[src/rtl/icache_pkg.sv]
// Shared types and constants for the direct-mapped instruction cache.
package icache_pkg;

  typedef enum logic [1:0] {
    ST_LOOKUP = 2'd0,
    ST_FILL   = 2'd1,
    ST_BYPASS = 2'd2
  } state_e;

  localparam int unsigned CNT_W = 32;

  localparam logic [31:0] DEFAULT_BASE_ADDRESS = 32'h0040_0000;

endpackage

[src/rtl/icache_data_array.sv]
// Instruction word storage: one synchronous write port, one asynchronous read port.
module icache_data_array #(
  parameter int unsigned DEPTH = 64,
  parameter int unsigned AW    = $clog2(DEPTH)
) (
  input  logic          clk,
  input  logic          we,
  input  logic [AW-1:0] waddr,
  input  logic [31:0]   wdata,
  input  logic [AW-1:0] raddr,
  output logic [31:0]   rdata
);

  logic [31:0] mem [DEPTH];

  // NOTE: storage is deliberately not reset; valid bits gate every read, so contents never need clearing.
  always_ff @(posedge clk) begin
    if (we) mem[waddr] <= wdata;
  end

  assign rdata = mem[raddr];

endmodule

[src/rtl/icache_dm.sv]
// Direct-mapped instruction cache: blocking line fill, uncached bypass below BASE_ADDRESS.
// Hit/miss counter outputs exist only when ICACHE_STATS_EN is defined.
module icache_dm
  import icache_pkg::*;
#(
  parameter int unsigned LINES          = 16,
  parameter int unsigned WORDS_PER_LINE = 4,
  parameter logic [31:0] BASE_ADDRESS   = DEFAULT_BASE_ADDRESS
) (
  input  logic             clk,
  input  logic             reset_n,
  input  logic             cpu_req,
  input  logic [31:0]      cpu_addr,
  output logic [31:0]      cpu_instr,
  output logic             hold,
  input  logic             flush,
  output logic             mem_req,
  output logic [31:0]      mem_addr,
  input  logic             mem_ack,
  input  logic [31:0]      mem_rdata
`ifdef ICACHE_STATS_EN
  ,
  output logic [CNT_W-1:0] hit_count,
  output logic [CNT_W-1:0] miss_count
`endif
);

  localparam int unsigned IDX_W = $clog2(LINES);
  localparam int unsigned OFF_W = $clog2(WORDS_PER_LINE);
  localparam int unsigned AW    = IDX_W + OFF_W;
  localparam int unsigned TAG_W = 30 - AW;
  localparam int unsigned WC_W  = (OFF_W > 0) ? OFF_W : 1;
  localparam logic [WC_W-1:0] LAST_WORD = WC_W'(WORDS_PER_LINE - 1);
  localparam logic [31:0]     LINE_MASK = ~(32'(WORDS_PER_LINE * 4) - 32'd1);

  state_e            state, state_next;
  logic [LINES-1:0]  valid;
  logic [TAG_W-1:0]  tags [LINES];
  logic [WC_W-1:0]   word_cnt;
  logic              pend_flush;

  logic [IDX_W-1:0]  cpu_idx, mem_idx;
  logic [TAG_W-1:0]  cpu_tag;
  logic              cacheable, hit;
  logic [31:0]       rd_data;
  logic              start_miss, fill_we, fill_last, byp_done;

  assign cpu_idx   = cpu_addr[2+OFF_W +: IDX_W];
  assign cpu_tag   = cpu_addr[31 -: TAG_W];
  assign mem_idx   = mem_addr[2+OFF_W +: IDX_W];
  assign cacheable = (cpu_addr >= BASE_ADDRESS);
  assign hit       = cacheable && valid[cpu_idx] && (tags[cpu_idx] == cpu_tag);

  icache_data_array #(
    .DEPTH (LINES * WORDS_PER_LINE),
    .AW    (AW)
  ) u_data (
    .clk   (clk),
    .we    (fill_we),
    .waddr (mem_addr[2 +: AW]),
    .wdata (mem_rdata),
    .raddr (cpu_addr[2 +: AW]),
    .rdata (rd_data)
  );

  // NOTE: sequential state uses non-blocking assignments so every register samples pre-edge values.
  always_ff @(posedge clk or negedge reset_n) begin
    if (!reset_n) state <= ST_LOOKUP;
    else          state <= state_next;
  end

  // NOTE: every output of this block gets a default first, so no path can infer a latch.
  always_comb begin
    state_next = state;
    hold       = 1'b0;
    cpu_instr  = rd_data;
    start_miss = 1'b0;
    fill_we    = 1'b0;
    fill_last  = 1'b0;
    byp_done   = 1'b0;
    case (state)
      ST_LOOKUP: begin
        if (cpu_req && !hit) begin
          hold       = 1'b1;
          start_miss = 1'b1;
          state_next = cacheable ? ST_FILL : ST_BYPASS;
        end
      end
      ST_FILL: begin
        hold = 1'b1;
        if (mem_ack) begin
          fill_we = 1'b1;
          if (word_cnt == LAST_WORD) begin
            fill_last  = 1'b1;
            state_next = ST_LOOKUP;
          end
        end
      end
      ST_BYPASS: begin
        cpu_instr = mem_rdata;
        hold      = !mem_ack;
        if (mem_ack) begin
          byp_done   = 1'b1;
          state_next = ST_LOOKUP;
        end
      end
      default: state_next = ST_LOOKUP;
    endcase
  end

  // mem_addr doubles as the latched line base and the current fill word address.
  always_ff @(posedge clk or negedge reset_n) begin
    if (!reset_n) begin
      mem_req    <= 1'b0;
      mem_addr   <= '0;
      word_cnt   <= '0;
      pend_flush <= 1'b0;
      valid      <= '0;
    end else begin
      if (start_miss) begin
        mem_req  <= 1'b1;
        word_cnt <= '0;
        mem_addr <= cacheable ? (cpu_addr & LINE_MASK) : cpu_addr;
      end else if (fill_we) begin
        if (fill_last) begin
          mem_req <= 1'b0;
        end else begin
          mem_addr <= mem_addr + 32'd4;
          word_cnt <= word_cnt + WC_W'(1);
        end
      end else if (byp_done) begin
        mem_req <= 1'b0;
      end

      if (fill_last || byp_done)                 pend_flush <= 1'b0;
      else if (state != ST_LOOKUP && flush)      pend_flush <= 1'b1;

      if (fill_last || byp_done) begin
        if (pend_flush || flush) valid <= '0;
        else if (fill_last)      valid[mem_idx] <= 1'b1;
      end else if (state == ST_LOOKUP) begin
        if (flush)                          valid <= '0;
        else if (start_miss && cacheable)   valid[cpu_idx] <= 1'b0;
      end
    end
  end

  always_ff @(posedge clk) begin
    if (start_miss && cacheable) tags[cpu_idx] <= cpu_tag;
  end

`ifdef ICACHE_STATS_EN
  always_ff @(posedge clk or negedge reset_n) begin
    if (!reset_n) begin
      hit_count  <= '0;
      miss_count <= '0;
    end else begin
      if (state == ST_LOOKUP && cpu_req && hit && hit_count != '1)
        hit_count <= hit_count + CNT_W'(1);
      if (start_miss && miss_count != '1)
        miss_count <= miss_count + CNT_W'(1);
    end
  end
`endif

endmodule

[config.mk]
export PLATFORM = sky130hd
export DESIGN_NAME = icache_dm
export DESIGN_NICKNAME = d
export VERILOG_FILES = /design/src/rtl/icache_pkg.sv /design/src/rtl/icache_data_array.sv /design/src/rtl/icache_dm.sv
export SDC_FILE = /design/constraint.sdc
export NUM_CORES = 2
export LEC_CHECK = 0
export BUFFER_PORTS_ARGS = -buffer_cell sky130_fd_sc_hd__buf_4
export CAP_MARGIN = 25
export CORE_MARGIN = 2
export CORE_UTILIZATION = 56
export DETAILED_ROUTE_END_ITERATION = 8
export PLACE_DENSITY_LB_ADDON = 0.05
export SLEW_MARGIN = 10
export SYNTH_ARGS = -nofsm -noshare
export SYNTH_HDL_FRONTEND = slang
export SYNTH_HIERARCHICAL = 1
export SYNTH_SLANG_ARGS = --single-unit
[constraint.sdc]
create_clock -name clk -period 4.6 [get_ports clk]
set_input_delay 0.69 -clock clk [delete_from_list [all_inputs] [get_ports clk]]
set_output_delay 0.69 -clock clk [all_outputs]
set_load 0.05 [all_outputs]
==> results.sh <==
export IMPL_status="complete, no violations"
export IMPL_clk_latency_ns=0.93
export IMPL_synth_top_cell_area_share=0.756
export IMPL_net_switching_power_w=0.0123
export IMPL_cts_tree="yes"
export IMPL_whs_path_depth=1
export IMPL_finalHoldWorstSlack_ns=0.0822
export IMPL_report_final_setup_viol=0
export IMPL_synth_largest_area_cell="sky130_fd_sc_hd__edfxtp_1"
export IMPL_yosysMostFrequentCell="sky130_fd_sc_hd__edfxtp_1"
export IMPL_design_area_um2=111000
export IMPL_drc_errors=0
export IMPL_gate_power_share=0.098
export IMPL_overflow=0
export IMPL_fin_skew_ns=0.0732
export IMPL_syn_inst=4420
export IMPL_worst_ir_drop_on_vdd_mv=0.356
export IMPL_ws_path_type="input port to primary output"
export IMPL_fmax_ghz=0.224
export IMPL_seqPwrFrac=0.501
export IMPL_pin_count=135
export IMPL_power_switching_fraction=0.236
export IMPL_drt_total_wl_um=248000
export IMPL_layoutNonFillerInstCount=7391
export IMPL_ff2ff_path_depth=9
export IMPL_antenna_violations_before_repair=11
export IMPL_relSlewSlack=0.310
export IMPL_first_global_vias=48200
export IMPL_cap_viol_max_count=0
export IMPL_chip_width_um=419
export IMPL_synthesized_area_per_cell_um2=21.9
export IMPL_leading_cell_types_by_total_area_after_synthesis="sky130_fd_sc_hd__edfxtp_1 76%, sky130_fd_sc_hd__mux4_2 14%, sky130_fd_sc_hd__mux2i_1 1.6%"
export IMPL_power_frac_clock=0.401
export IMPL_fill_cells=11400
export IMPL_power_internal_w=0.0397
export IMPL_number_of_detailed_routing_iterations_run_before_antenna_repair=8
export IMPL_post_drt_via_cell_ratio=6.58
export IMPL_synth_flop_cell="sky130_fd_sc_hd__edfxtp_1"
export IMPL_power_w=0.0519
export IMPL_post_route_period_util=0.973
export IMPL_post_route_cells_drive_above_1_share=0.305
export IMPL_critical_path_endpoint_type="primary output"
export IMPL_global_route_wire_length_before_repair_um=352000
export IMPL_buffer_levels_on_the_longest_clock_path=4
export IMPL_multi_input_area_um2=21600
export IMPL_postRouteAntennaNets=0
export IMPL_worst_ep_arrival_time_ns=3.78
export IMPL_synth_enable_flop_cells=2432
export IMPL_yosysWarningCount=6
export IMPL_drt_initial_drc_count=6077
export IMPL_static_leakage_power_nw=35.7
export IMPL_gr_usage_all_layers=0.285
export IMPL_worst_hold_path_type="input port to register"
export IMPL_vias=48600
export IMPL_post_dp_cell_area_um2=103000
export IMPL_layout_area_seq_um2=74400
export IMPL_synth_async_reset_ratio=0.0217
export IMPL_initial_core_util=0.563
export IMPL_htree_num_levels=5
export IMPL_critical_path_max_fanout=70
export IMPL_clock_root_cell="sky130_fd_sc_hd__clkbuf_16"
export IMPL_core_region_area_um2=172000
export IMPL_tritoncts_sinks=2486
export IMPL_place_detailed_hpwl_um=142000
export IMPL_post_synth_instance_area_um2=96600
export IMPL_core_rowCount=152
export IMPL_worst_slew_pin_slew_ns=1.03
export IMPL_globalplace_congestion=0.849
export IMPL_synth_cells_most_frequent="2,432 x sky130_fd_sc_hd__edfxtp_1, 621 x sky130_fd_sc_hd__mux4_2, 172 x sky130_fd_sc_hd__nor2_1"
export IMPL_required_time_at_the_endpoint_of_the_critical_path_ns=3.91
export IMPL_dp_cells=6922
export IMPL_start_kind="input port"
export IMPL_io_buffers=134
export IMPL_pwr_density_cell_nw_per_um2=466
export IMPL_path_clk_slew_ns=0.06
export IMPL_synth_seq_cells=2486
export IMPL_report_final_slew_viol_count=0
export IMPL_wl_per_cell_um=33.5
export IMPL_number_of_hold_violations_in_the_final_report=0
export IMPL_synth_cell_types=75
export IMPL_cts_made_buffers=275
export IMPL_mappedNetlistNets=4491
export IMPL_synth_yosys_seq_area_share=0.770
export IMPL_chipHeight_um=419
export IMPL_finalWorstPathRequiredPeriod_ns=4.47
export IMPL_die_area_um2=176000
export IMPL_syn2layout_area_growth_pct=15.2
export IMPL_nNetsFinal=4965
export IMPL_grt_max_degree=71
-- per-stage QoR --
stage	setup TNS, ns	setup slack, ns	utilization
floorplan	-146.12	-0.543	-
global placement	-0.225	-0.138	0.599
detailed placement	-0.300	-0.158	0.599
CTS	0	0.0442	0.649
global route	-0.0113	-0.0113	0.649
finish	0	0.126	0.649
-- worst max-delay path, stage by stage --
cell,delay [ns]
sky130_fd_sc_hd__buf_8,0.28
sky130_fd_sc_hd__buf_4,0.30
sky130_fd_sc_hd__buf_12,0.38
sky130_fd_sc_hd__mux4_2,0.37
sky130_fd_sc_hd__o221ai_1,0.23
sky130_fd_sc_hd__a21oi_1,0.15
sky130_fd_sc_hd__a21oi_1,0.47
sky130_fd_sc_hd__nor2_1,0.20
sky130_fd_sc_hd__mux2_2,0.36
sky130_fd_sc_hd__buf_4,0.21
-- layout make-up --
cell class                      instances  area share
Clock buffer                          337      0.0657
Timing Repair Buffer                  445      0.0358
Antenna cell                            1   0.0000225
Clock inverter                        126     0.00999
Tap cell                             2310      0.0260
Multi-Input combinational cell       1668       0.194
Sequential cell                      2486       0.668
Inverter                               18    0.000607
-- registers in the layout (all words and copies together) (netlist names) --
| signal | flops |
|---|---|
| word_cnt | 2 |
| mem_addr | 32 |
| tags | 384 |
| u_data/mem | 2048 |
| state | 2 |
| pend_flush | 1 |
| mem_req | 1 |
| valid | 16 |
-- power groups by stage --
stage                     combinational (W)  sequential [W]  clock [W]
after CTS                           0.00510          0.0260     0.0212
final                               0.00508          0.0260     0.0209
after detailed placement            0.00508          0.0265          0
after floorplan                     0.00246          0.0267          0
after global routing                0.00533          0.0261     0.0221
after global placement              0.00503          0.0264          0
-- layer usage --
| layer | GRT usage | part of all wire | routed length, um |
|---|---|---|---|
| met1 | 0.423 | 0.41 | 102000 |
| met2 | 0.446 | 0.48 | 119000 |
| met3 | 0.0500 | 0.084 | 20700 |
| met4 | 0.0740 | 0.025 | 6170 |
| met5 | 0 | 0.00014 | 34 |
-- timing repair --
action | 4_1_cts | 5_1_grt
buffers inserted | 0 | 1
hold endpoints to repair | 57 | 0
setup endpoints to repair | 4 | 1
pin swaps | 0 | 4
hold buffers | 4 | 0
resized for setup | 5 | 3
-- kinds of logic after synthesis --
family                     count (synthesis)  share of synthesized area
buffers and inverters                    266                     0.0133
adders and majority gates                  2                   0.000259
DFF                                     2486                      0.770
and+or+nand+nor                          442                     0.0216
AOI/OAI and AO/OA                        384                     0.0277
muxes                                    811                      0.165
xor gates and xnor gates                  29                    0.00263
-- cell usage in the layout (no fill, tap or decap), types with 32 or more instances in the layout --
| cell | instances |
|---|---|
| sky130_fd_sc_hd__a21oi_1 | 91 |
| sky130_fd_sc_hd__a22oi_1 | 32 |
| sky130_fd_sc_hd__buf_12 | 48 |
| sky130_fd_sc_hd__buf_4 | 387 |
| sky130_fd_sc_hd__clkbuf_1 | 50 |
| sky130_fd_sc_hd__clkbuf_16 | 282 |
| sky130_fd_sc_hd__clkinv_1 | 63 |
| sky130_fd_sc_hd__clkinv_2 | 33 |
| sky130_fd_sc_hd__dfrtp_1 | 54 |
| sky130_fd_sc_hd__edfxtp_1 | 2432 |
| sky130_fd_sc_hd__mux2_2 | 36 |
| sky130_fd_sc_hd__mux2i_1 | 154 |
| sky130_fd_sc_hd__mux4_2 | 621 |
| sky130_fd_sc_hd__nand2_1 | 88 |
| sky130_fd_sc_hd__nand3_1 | 35 |
| sky130_fd_sc_hd__nor2_1 | 110 |
| sky130_fd_sc_hd__nor2_4 | 63 |
| sky130_fd_sc_hd__o22ai_1 | 89 |
-- final timing paths --
check | from | to | slack (ns)
max in group asynchronous | reset_n | valid[2] | 3.67
max reg2reg | mem_addr[5] | mem_addr[31] | 0.93
min reg2reg | mem_addr[1] | mem_addr[1] | 0.52
max | cpu_addr[4] | cpu_instr[16] | 0.13
min in group asynchronous | reset_n | mem_addr[19] | 0.43
min | mem_rdata[25] | u_data/mem[0][25] | 0.08
Power figures use the tool's default switching activity.
